## config.mk

```make
export PLATFORM = sky130hd
export DESIGN_NAME = lsu_master
export DESIGN_NICKNAME = d
export VERILOG_FILES = /design/src/rtl/lsu_master_pkg.sv /design/src/rtl/lsu_master_mem_lane_align.sv /design/src/rtl/lsu_master.sv
export SDC_FILE = /design/constraint.sdc
export NUM_CORES = 1
export LEC_CHECK = 0
export CELL_PAD_IN_SITES_DETAIL_PLACEMENT = 1
export CELL_PAD_IN_SITES_GLOBAL_PLACEMENT = 2
export CORE_ASPECT_RATIO = 1.5
export CORE_MARGIN = 4
export CORE_UTILIZATION = 33
export CTS_CLUSTER_SIZE = 14
export DETAILED_ROUTE_END_ITERATION = 16
export GPL_TIMING_DRIVEN = 0
export PLACE_DENSITY = 0.92
export SYNTH_ARGS = -nofsm -noshare
export SYNTH_HDL_FRONTEND = slang
export SYNTH_SLANG_ARGS = --single-unit
```

## constraint.sdc

```tcl
create_clock -name clk -period 6.9 [get_ports clk]
set_clock_uncertainty 0.1 [all_clocks]
set_input_delay 1.38 -clock clk [delete_from_list [all_inputs] [get_ports clk]]
set_output_delay 1.38 -clock clk [all_outputs]
set_load 0.02 [all_outputs]
```

## src/rtl/lsu_master_pkg.sv

```systemverilog
`default_nettype none
// =============================================================================
// Module      : lsu_master_pkg
// Description : Access-size encoding, LSU state encoding and lane masks.
// Revision    : 1.0 - initial release
// =============================================================================
package lsu_master_pkg;

    typedef enum logic [1:0] {
        RW_BYTE    = 2'b00,
        RW_HALF    = 2'b01,
        RW_WORD    = 2'b10,
        RW_INVALID = 2'b11
    } rw_type_t;

    typedef enum logic [2:0] {
        ST_IDLE   = 3'd0,
        ST_ISSUE0 = 3'd1,
        ST_WAIT0  = 3'd2,
        ST_ISSUE1 = 3'd3,
        ST_WAIT1  = 3'd4,
        ST_RESP   = 3'd5
    } lsu_state_t;

    localparam logic [3:0] c_LANE_BYTE = 4'b0001;
    localparam logic [3:0] c_LANE_HALF = 4'b0011;
    localparam logic [3:0] c_LANE_WORD = 4'b1111;

    function automatic logic [3:0] lane_mask(input rw_type_t t);
        case (t)
            RW_BYTE: lane_mask = c_LANE_BYTE;
            RW_HALF: lane_mask = c_LANE_HALF;
            RW_WORD: lane_mask = c_LANE_WORD;
            default: lane_mask = 4'b0000;
        endcase
    endfunction

endpackage
`default_nettype wire

```

## src/rtl/lsu_master_mem_lane_align.sv

```systemverilog
`default_nettype none
// =============================================================================
// Module      : mem_lane_align
// Description : Lane placement of store beats and merge/extension of load beats.
// Revision    : 1.0 - initial release
// =============================================================================
module mem_lane_align
    import lsu_master_pkg::*;
(
    input  rw_type_t    req_type,
    input  logic [1:0]  offset,
    input  logic        sign_ext,
    input  logic [31:0] wdata,
    input  logic [31:0] rdata0,
    input  logic [31:0] rdata1,
    output logic        split,
    output logic [3:0]  be0,
    output logic [3:0]  be1,
    output logic [31:0] wdata0,
    output logic [31:0] wdata1,
    output logic [31:0] load_data
);

    logic [7:0]  w_lanes;
    logic [4:0]  w_shift;
    logic [63:0] w_wr_wide;
    logic [63:0] w_rd_wide;
    logic [31:0] w_raw;

    // Shifting through a double-width vector yields both beats at once: the
    // upper half is exactly what spills into the next word.
    always_comb begin
        w_lanes   = {4'b0000, lane_mask(req_type)} << offset;
        w_shift   = {offset, 3'b000};
        w_wr_wide = {32'h0, wdata} << w_shift;
        split     = |w_lanes[7:4];
        be0       = w_lanes[3:0];
        be1       = w_lanes[7:4];
        wdata0    = w_wr_wide[31:0];
        wdata1    = w_wr_wide[63:32];
        w_rd_wide = {(split ? rdata1 : 32'h0), rdata0} >> w_shift;
        w_raw     = w_rd_wide[31:0];
        case (req_type)
            RW_BYTE: load_data = {{24{sign_ext & w_raw[7]}}, w_raw[7:0]};
            RW_HALF: load_data = {{16{sign_ext & w_raw[15]}}, w_raw[15:0]};
            default: load_data = w_raw;
        endcase
    end

endmodule
`default_nettype wire

```

## src/rtl/lsu_master.sv

```systemverilog
`default_nettype none
// =============================================================================
// Module      : lsu_master
// Description : Load/store initiator issuing one or two aligned memory beats.
// Revision    : 1.0 - initial release
// =============================================================================
module lsu_master
    import lsu_master_pkg::*;
(
    input  logic        clk,
    input  logic        rst_n,
    input  logic        req_valid,
    output logic        req_ready,
    input  logic        req_we,
    input  rw_type_t    req_type,
    input  logic        req_sign_ext,
    input  logic [31:0] req_addr,
    input  logic [31:0] req_wdata,
    output logic        resp_valid,
    output logic [31:0] resp_rdata,
    output logic        resp_err,
    output logic        mem_valid,
    input  logic        mem_ready,
    output logic        mem_we,
    output logic [31:0] mem_addr,
    output logic [3:0]  mem_be,
    output logic [31:0] mem_wdata,
    input  logic        mem_rvalid,
    input  logic [31:0] mem_rdata
);

    lsu_state_t  r_state;
    lsu_state_t  w_state_next;
    logic        r_alive;
    logic        r_we;
    rw_type_t    r_type;
    logic        r_sign_ext;
    logic        r_err;
    logic [31:0] r_addr;
    logic [31:0] r_wdata;
    logic [31:0] r_rdata0;
    logic [31:0] r_rdata1;

    logic        w_accept;
    logic        w_split;
    logic [3:0]  w_be0;
    logic [3:0]  w_be1;
    logic [31:0] w_wdata0;
    logic [31:0] w_wdata1;
    logic [31:0] w_load_data;
    logic [31:0] w_base;

    mem_lane_align u_align (
        .req_type  (r_type),
        .offset    (r_addr[1:0]),
        .sign_ext  (r_sign_ext),
        .wdata     (r_wdata),
        .rdata0    (r_rdata0),
        .rdata1    (r_rdata1),
        .split     (w_split),
        .be0       (w_be0),
        .be1       (w_be1),
        .wdata0    (w_wdata0),
        .wdata1    (w_wdata1),
        .load_data (w_load_data)
    );

    // r_alive holds req_ready low until the first edge after reset release.
    assign w_accept = (r_state == ST_IDLE) && r_alive && req_valid;
    assign w_base   = {r_addr[31:2], 2'b00};

    always_ff @(posedge clk or negedge rst_n) begin
        if (!rst_n) begin
            r_state <= ST_IDLE;
            r_alive <= 1'b0;
        end else begin
            r_state <= w_state_next;
            r_alive <= 1'b1;
        end
    end

    always_ff @(posedge clk or negedge rst_n) begin
        if (!rst_n) begin
            r_we       <= 1'b0;
            r_type     <= RW_BYTE;
            r_sign_ext <= 1'b0;
            r_err      <= 1'b0;
            r_addr     <= 32'h0;
            r_wdata    <= 32'h0;
            r_rdata0   <= 32'h0;
            r_rdata1   <= 32'h0;
        end else begin
            if (w_accept) begin
                r_we       <= req_we;
                r_type     <= req_type;
                r_sign_ext <= req_sign_ext;
                r_err      <= (req_type == RW_INVALID);
                r_addr     <= req_addr;
                r_wdata    <= req_wdata;
            end
            if (r_state == ST_WAIT0 && mem_rvalid) r_rdata0 <= mem_rdata;
            if (r_state == ST_WAIT1 && mem_rvalid) r_rdata1 <= mem_rdata;
        end
    end

    always_comb begin
        w_state_next = r_state;
        case (r_state)
            ST_IDLE:   if (w_accept)
                           w_state_next = (req_type == RW_INVALID) ? ST_RESP : ST_ISSUE0;
            ST_ISSUE0: if (mem_ready)  w_state_next = ST_WAIT0;
            ST_WAIT0:  if (mem_rvalid) w_state_next = w_split ? ST_ISSUE1 : ST_RESP;
            ST_ISSUE1: if (mem_ready)  w_state_next = ST_WAIT1;
            ST_WAIT1:  if (mem_rvalid) w_state_next = ST_RESP;
            ST_RESP:   w_state_next = ST_IDLE;
            default:   w_state_next = ST_IDLE;
        endcase
    end

    // Beat fields are forced to zero outside the issue states.
    always_comb begin
        req_ready  = (r_state == ST_IDLE) && r_alive;
        mem_valid  = 1'b0;
        mem_we     = 1'b0;
        mem_addr   = 32'h0;
        mem_be     = 4'h0;
        mem_wdata  = 32'h0;
        resp_valid = 1'b0;
        resp_err   = 1'b0;
        resp_rdata = 32'h0;
        case (r_state)
            ST_ISSUE0: begin
                mem_valid = 1'b1;
                mem_we    = r_we;
                mem_addr  = w_base;
                mem_be    = w_be0;
                mem_wdata = w_wdata0;
            end
            ST_ISSUE1: begin
                mem_valid = 1'b1;
                mem_we    = r_we;
                mem_addr  = w_base + 32'd4;
                mem_be    = w_be1;
                mem_wdata = w_wdata1;
            end
            ST_RESP: begin
                resp_valid = 1'b1;
                resp_err   = r_err;
                resp_rdata = (r_we || r_err) ? 32'h0 : w_load_data;
            end
            default: ;
        endcase
    end

endmodule
`default_nettype wire

```

==> summary.md, run 1 <==
| Metric | Value |
|---|---|
| Run status | complete, no violations |
| # rows | 69 |
| Core area | 23660 µm² |
| Area leader, netlist | dfrtp_1 |
| LEAKAGE | 4.255 nW |
| Reg2reg end | r_rdata1[10] |
| RSZ-0062 raised after global routing | no |
| Wire per inst | 23.02 µm |
| ANT nets after route | 0 |
| Post-synthesis cell count | 776 |
| Most used routing layer | met2 |
| Crit path buffers/inverters | 3 |
| FF-to-FF path depth | 5 |
| Crit path max fanout | 10 |
| First-pass GRT wire length | 46.87 mm |
| Met3 Usage GRT | 5.275% |
| Max-cap violations | 0 |
| R2R Setup Slk | 4.37 ns |
| Worst r2r src | r_state[2] |
| Worst-Skew Late Latency | 0.42 ns |
| Post-CTS Resized | 0 |
| Clock sinks | 129 |
| Die Span Y | 197.3 µm |
| Die ar. | 26480 µm² |
| Post-route total power | 0.005352 W |
| Max clock buf depth | 2 |
| Crit path DAT | 3.69 ns |
| Initial antenna violation count | 0 |
| Width of the die | 134.2 µm |
| Primary FF master, synth | dfrtp_1 |
| Worst-Margin Slew | 1.223 ns |
| Synth async-reset ratio | 100.0% |
| Crit path required time | 5.42 ns |
| Synth Warn # | 0 |
| P&R area growth vs syn | 39.45% |
| CP Launch Type | flip-flop |
| First-pass DRT Iterations | 6 |
| Final Hold Fails | 0 |
| Largest net degree at the start of global routing | 72 |
| Stages on worst setup path | 8 |
| Crit end category | output port |
| M2 GR Usage | 42.52% |
| Number of synthesized flops with an enable pin | 0 |
| Crit path to | resp_rdata[29] |
| Via Count | 7380 |
| # setup viols final | 0 |
| Synthesized area per cell | 10.16 µm² |
| Crit Path Category | flip-flop to output port |
| Crit share post-route | 74.93% |
| Final Max Slew Viols | 0 |
| Sequential-to-total area share from yosys stat | 40.94% |
| IO Pins | 210 |
| Met1 usage | 24.79% |
| CP startpoint | r_type[0] |
| Setup TNS | 0 ns |
| Vias in the first global route | 8125 |
| Hold Path Class | flip-flop to flip-flop |
| Crit-path cells | inv_1 > ha_1 > nor2_1 > o211ai_1 > a311oi_1 > buf_2 > nor3_1 > clkdlybuf4s50_1 |
| Top cells by area, synth | dfrtp_1 (41%), mux2_2 (20%), mux2i_1 (4.7%), a211oi_1 (3.0%), a21oi_1 (2.8%) |
| Highest clock rate | 0.1934 GHz |
| Delay of the slowest cell on the worst path | 1.06 ns |
| Fin nets | 1115 |
| Crit path time final | 5.170 ns |
| H-Tree Level Count | 4 |
| Diode count | 0 |
| Hold depth | 1 |
| Synthesized cell area | 7885 µm² |
| Global route overflow | 0 |
| Fin Hold WS | 0.4078 ns |
| PD cells | 486.7 nW/µm² |
| Routed WL | 30.75 mm |
| Top delay family on crit path | compound AO/OA/AOI/OAI gates |
| Post-CTS setup buffers | 0 |
| Root Driver | clkbuf_16 |
| Worst rel slew slack | 17.89% |
| Post-DP HPWL | 23.60 mm |
| Hold-fix buffers, CTS | 0 |
| CTS tree | yes |
| Peak supply drop | 0.0002318 V |
| I/O Buffers | 207 |
| GRT Util Overall | 23.05% |
| RePlAce Congestion | 0.9095 |
| Layout cells sized above 1 | 18.88% |
| Unique masters post-synth | 51 |
| Initial DRC Count | 405 |
| Starting Density | 33.33% |
| Slowest CP cell | a311oi_1 |
| Clock Pin Slew Worst Setup and Hold Paths | 0.06 ns |
| DR vias/cell | 5.524 |
| CTS Buf Count | 17 |
| DR DRC count | 0 |
| #FFs+latches synth | 129 |
| Synth top area share | 40.94% |
[layer usage]
layer | part of all wire [%] | wire [µm]
met5 | 0 | 0
met2 | 53 | 16250
met3 | 5.9 | 1816
met1 | 36 | 11210
met4 | 4.8 | 1472
[power by group]
part / internal [W] / switching, W
logic: 0.00125 / 0.00159
clock network: 0.000571 / 0.000365
registers: 0.00114 / 0.000428
total: 0.00297 / 0.00239
[per-stage QoR]
step	utilization [%]	setup slack, ns	instance area, µm²	std cells
after floorplan	-	3.353	7889	777
after global placement	43.80	-1.065	10360	1303
after detailed placement	43.92	2.163	10390	1304
after CTS	46.48	1.717	11000	1336
after global routing	46.48	1.492	11000	1336
final	46.48	1.730	11000	1336
[registers in the layout, summed over array words and instances (netlist names)]
name        count
r_wdata        32
r_we            1
r_rdata1       24
r_sign_ext      1
r_type          2
r_err           1
r_addr         32
r_alive         1
r_rdata0       32
r_state         3
[how the worst min path moves through the flow]
stage,start,endpoint,slack [ns]
6_report,r_rdata1[19],r_rdata1[19],0.41
3_5_place_dp,r_rdata1[19],r_rdata1[19],0.39
5_1_grt,r_rdata0[1],r_rdata0[1],0.42
3_3_place_gp,r_rdata0[0],r_rdata0[0],0.38
2_1_floorplan,r_rdata0[0],r_rdata0[0],0.37
4_1_cts,r_rdata1[19],r_rdata1[19],0.41
[cells in the final DEF, fill, tap and decap left out, drive strengths merged, types with 2 or more instances in the layout]
cell and instances:
a32o 10, mux2i 37, bufinv 3, and4 3
clkdlybuf4s50 206, and2 4, o2bb2ai 7, nand3 22
nand4 12, a211oi 31, ha 6, clkinvlp 5
or4 15, nor2b 18, or3 8, nand2b 11
and3 11, o31ai 20, mux2 140, a22o 8
xor2 4, o21ai 29, clkbuf 55, buf 27
nor4 3, a32oi 2, a21oi 44, clkinv 3
nor2 22, xnor2 6, inv 17, nand2 53
nor3 20, dfrtp 129, o22ai 11, conb 3
[final cells by class]
class	instances	area, µm²
clock inverters	15	181.4
flip-flops and latches	129	3228
fillers	2696	12660
inverters	13	48.80
clock buffers	17	425.4
multi-input cells	572	4345
plain buffers	63	266.5
well taps	319	399.1
repair buffers	208	2101
[logic make-up after synthesis]
group                      share of synthesized area, %
DFF                                               40.94
muxes                                             24.69
other                                           0.09524
and+or+nand+nor                                   13.73
AOI/OAI and AO/OA                                 14.49
xor gates and xnor gates                          1.111
adders and majority gates                        0.9521
buffers and inverters                             3.999
[Yosys cell counts, drive strengths merged (2+ instances only)]
master,n
nor2b,18
a211oi,31
xor2,4
nand3,22
inv,13
a21oi,44
xnor2,6
clkbuf,38
conb,2
buf,25
or3,8
nor3,20
mux2,140
nor2,22
nand2b,11
mux2i,37
and2,4
o31ai,20
o21ai,29
dfrtp,129
and4,3
a22o,8
o2bb2ai,7
a32o,10
nand2,53
nand4,12
o22ai,11
and3,11
nor4,3
ha,6
a32oi,2
or4,15
No activity file was read; power rests on OpenSTA's default activity.
==> run 2: changes to the inputs <==
- CORE_UTILIZATION: 33 -> 27
- PLACE_DENSITY: 0.92 -> 0.81
- clock period: 6.9 -> 4.2 ns (I/O delays scaled with it)
==> run 2 against run 1 <==
Against the previous run:
- wire length rose by 6.3%
- global-route usage fell by 2.9 points
- power rose by 67%
- clock-buffer cell count rose by 2
- die area rose by 21%
- utilization fell by 7.6 points
- non-clock buffer count rose by 2
- sequential share of layout area fell by 0.54 points
- critical path type unchanged
- largest power group unchanged
==> summary.md, run 2 (synthesis results as in run 1) <==
| Metric | Value |
|---|---|
| P&R area growth vs syn | 42.07% (was 39.45%) |
| Starting Density | 27.37% (was 33.33%) |
| Initial DRC Count | 272 (was 405) |
| Core area | 28810 µm² (was 23660 µm²) |
| RePlAce Congestion | 0.8891 (was 0.9095) |
| Register area | 3228 µm² (unchanged) |
| Initial antenna violation count | 1 (was 0) |
| Layout cells sized above 1 | 20.73% (was 18.88%) |
| Largest regs | r_addr x32, r_rdata0 x32, r_wdata x32 (unchanged) |
| Multi-input combinational cell area | 4393 µm² (was 4345 µm²) |
| RSZ-0062 raised after global routing | yes (was no) |
| Commonest cells after routing, fill and taps aside | clkdlybuf4s50_1 (197), mux2_2 (140), dfrtp_1 (129) (was clkdlybuf4s50_1 (206), mux2_2 (140), dfrtp_1 (129)) |
| H-Tree Level Count | 4 (unchanged) |
| Clock sinks | 129 (unchanged) |
| # rows | 76 (was 69) |
| Post-Place Worst Slack | -0.01668 ns (was 2.163 ns) |
| Die Span Y | 217.3 µm (was 197.3 µm) |
| Max clock buf depth | 2 (unchanged) |
| FF-to-FF path depth | 5 (unchanged) |
| Worst-Skew Late Latency | 0.42 ns (about the same) |
| Final Hold Fails | 0 (unchanged) |
| Max-cap violations | 0 (unchanged) |
| GRT Util Overall | 20.14% (was 23.05%) |
| Post-route total power | 0.008958 W (was 0.005352 W) |
| Clock Pin Slew Worst Setup and Hold Paths | 0.05 ns (was 0.06 ns) |
| Via Count | 7352 (was 7380) |
| CTS tree | yes (unchanged) |
| CP Launch Type | flip-flop (unchanged) |
| Crit-path cells | buf_2 > buf_2 > buf_1 > nand3_1 > a21oi_1 > a211oi_1 > nor3_1 > clkdlybuf4s50_1 (was inv_1 > ha_1 > nor2_1 > o211ai_1 > a311oi_1 > buf_2 > nor3_1 > clkdlybuf4s50_1) |
| Routed WL | 32.68 mm (was 30.75 mm) |
| Die ar. | 32060 µm² (was 26480 µm²) |
| Peak supply drop | 0.0003357 V (was 0.0002318 V) |
| First-pass DRT Iterations | 4 (was 6) |
| Root Driver | clkbuf_16 (unchanged) |
| LEAKAGE | 4.473 nW (was 4.255 nW) |
| PD cells | 799.7 nW/µm² (was 486.7 nW/µm²) |
| # setup viols final | 0 (unchanged) |
| Wire per inst | 23.21 µm (was 23.02 µm) |
| IO Pins | 210 (unchanged) |
| CP most frequent cell | buf_2 |
| Run status | complete, no violations (unchanged) |
| Final setup margin | 0.1434 ns (was 1.730 ns) |
| Delay of the slowest cell on the worst path | 0.67 ns (was 1.06 ns) |
| Largest net degree at the start of global routing | 72 (unchanged) |
| First-pass GRT wire length | 48.91 mm (was 46.87 mm) |
| DR DRC count | 0 (unchanged) |
| Crit Path Category | flip-flop to output port (unchanged) |
| Fin nets | 1117 (was 1115) |
| Width of the die | 147.5 µm (was 134.2 µm) |
| Crit end category | output port (unchanged) |
| Highest clock rate | 0.2465 GHz |
| Diode count | 0 (unchanged) |
| Crit share post-route | 96.59% |
| # fillers | 3255 (was 2696) |
| Hold-fix buffers, CTS | 0 (unchanged) |
| Crit path max fanout | 10 (unchanged) |
| Worst-Margin Slew | 0.8465 ns (was 1.223 ns) |
| Crit path DAT | 3.12 ns (was 3.69 ns) |
| Most common cell after layout, fill and taps aside | clkdlybuf4s50_1 (unchanged) |
| Post-DP HPWL | 25.05 mm (was 23.60 mm) |
| Final Max Slew Viols | 0 (unchanged) |
| Crit path required time | 3.26 ns (was 5.42 ns) |
| Placement Cell Area | 10480 µm² (was 10390 µm²) |
| Worst rel slew slack | 43.36% (was 17.89%) |
| CTS Buf Count | 17 (unchanged) |
| DR vias/cell | 5.222 (was 5.524) |
| ANT nets after route | 0 (unchanged) |
| Global route overflow | 0 (unchanged) |
| Hold Path Class | primary input to async pin (was flip-flop to flip-flop) |
| Design Area, Final | 11200 µm² (was 11000 µm²) |
| I/O Buffers | 207 (unchanged) |
| Vias in the first global route | 8088 (was 8125) |
| Crit path time final | 4.057 ns |
| R2R Setup Slk | 1.70 ns (was 4.37 ns) |
| Slowest CP cell | clkdlybuf4s50_1 (was a311oi_1) |
| Final Util | 38.88% (was 46.48%) |
==> run 2: cell types whose count changed in the layout (fill, tap and decap cells not counted), moves of 4 or more <==
cell | before | now
clkinv_2 | 2 | 6
dlymetal6s2s_1 | 0 | 9
clkbuf_1 | 37 | 30
inv_6 | 4 | 0
clkdlybuf4s50_1 | 206 | 197
clkbuf_2 | 1 | 11
==> run 2: metal layers <==
layer | track usage [%] | wire [µm]
met5 | 0 | 0
met2 | 37.26 | 17430
met3 | 5.332 | 1867
met1 | 21.10 | 11960
met4 | 9.235 | 1414
==> run 2: final timing paths <==
path / startpoint / end
worst max register to register: r_state[2] / r_rdata1[4]
max in group asynchronous: rst_n / r_addr[17]
worst min-delay path: rst_n / r_rdata0[27]
worst max-delay path: r_addr[0] / resp_rdata[31]
worst min register to register: r_rdata0[5] / r_rdata0[5]
min in group clk: r_rdata0[5] / r_rdata0[5]
==> run 2: worst max-delay path, delay by kind of cell (launching register included) <==
kind / cells / cell delay, ns
AO/OA/AOI/OAI: 2 / 0.32
buffers and inverters: 4 / 1.62
flip-flops: 1 / 0.31
AND/OR/NAND/NOR: 2 / 0.44
==> run 2: report_power, final <==
group / internal, W / switching (W) / total, W / leakage, nW
Clock: 0.000998 / 0.000571 / 0.00157 / 0.298
Sequential: 0.00188 / 0.000705 / 0.00258 / 1.54
Combinational: 0.00211 / 0.00270 / 0.00481 / 2.63
Total: 0.00499 / 0.00397 / 0.00896 / 4.47
==> run 2: final cells by class <==
| type | count | share of cell area, % |
|---|---|---|
| clock buffer | 19 | 3.954 |
| inverter | 13 | 0.4356 |
| timing repair buffer | 211 | 19.27 |
| tap | 390 | 4.356 |
| clock inverter | 12 | 1.474 |
| multi-input combinational | 572 | 39.22 |
| sequential | 129 | 28.82 |
| buffer | 62 | 2.480 |
==> run 2: what timing repair did <==
| item | 4_1_cts | 5_1_grt |
|---|---|---|
| setup buffers | 0 | 3 |
| cloned | 0 | 0 |
| resized for setup | 10 | 25 |
| setup endpoints to repair | 31 | 46 |
| pin swaps | 0 | 3 |
==> run 2: per-stage QoR <==
stage,setup TNS [ns],instances,hold WS [ns]
global route,-0.03187,1408,0.3272
finish,0,1408,0.2991
floorplan,0,777,0.3727
detailed placement,-0.02687,1375,0.3931
CTS,0,1405,0.3059
global placement,-430.28,1374,0.3838
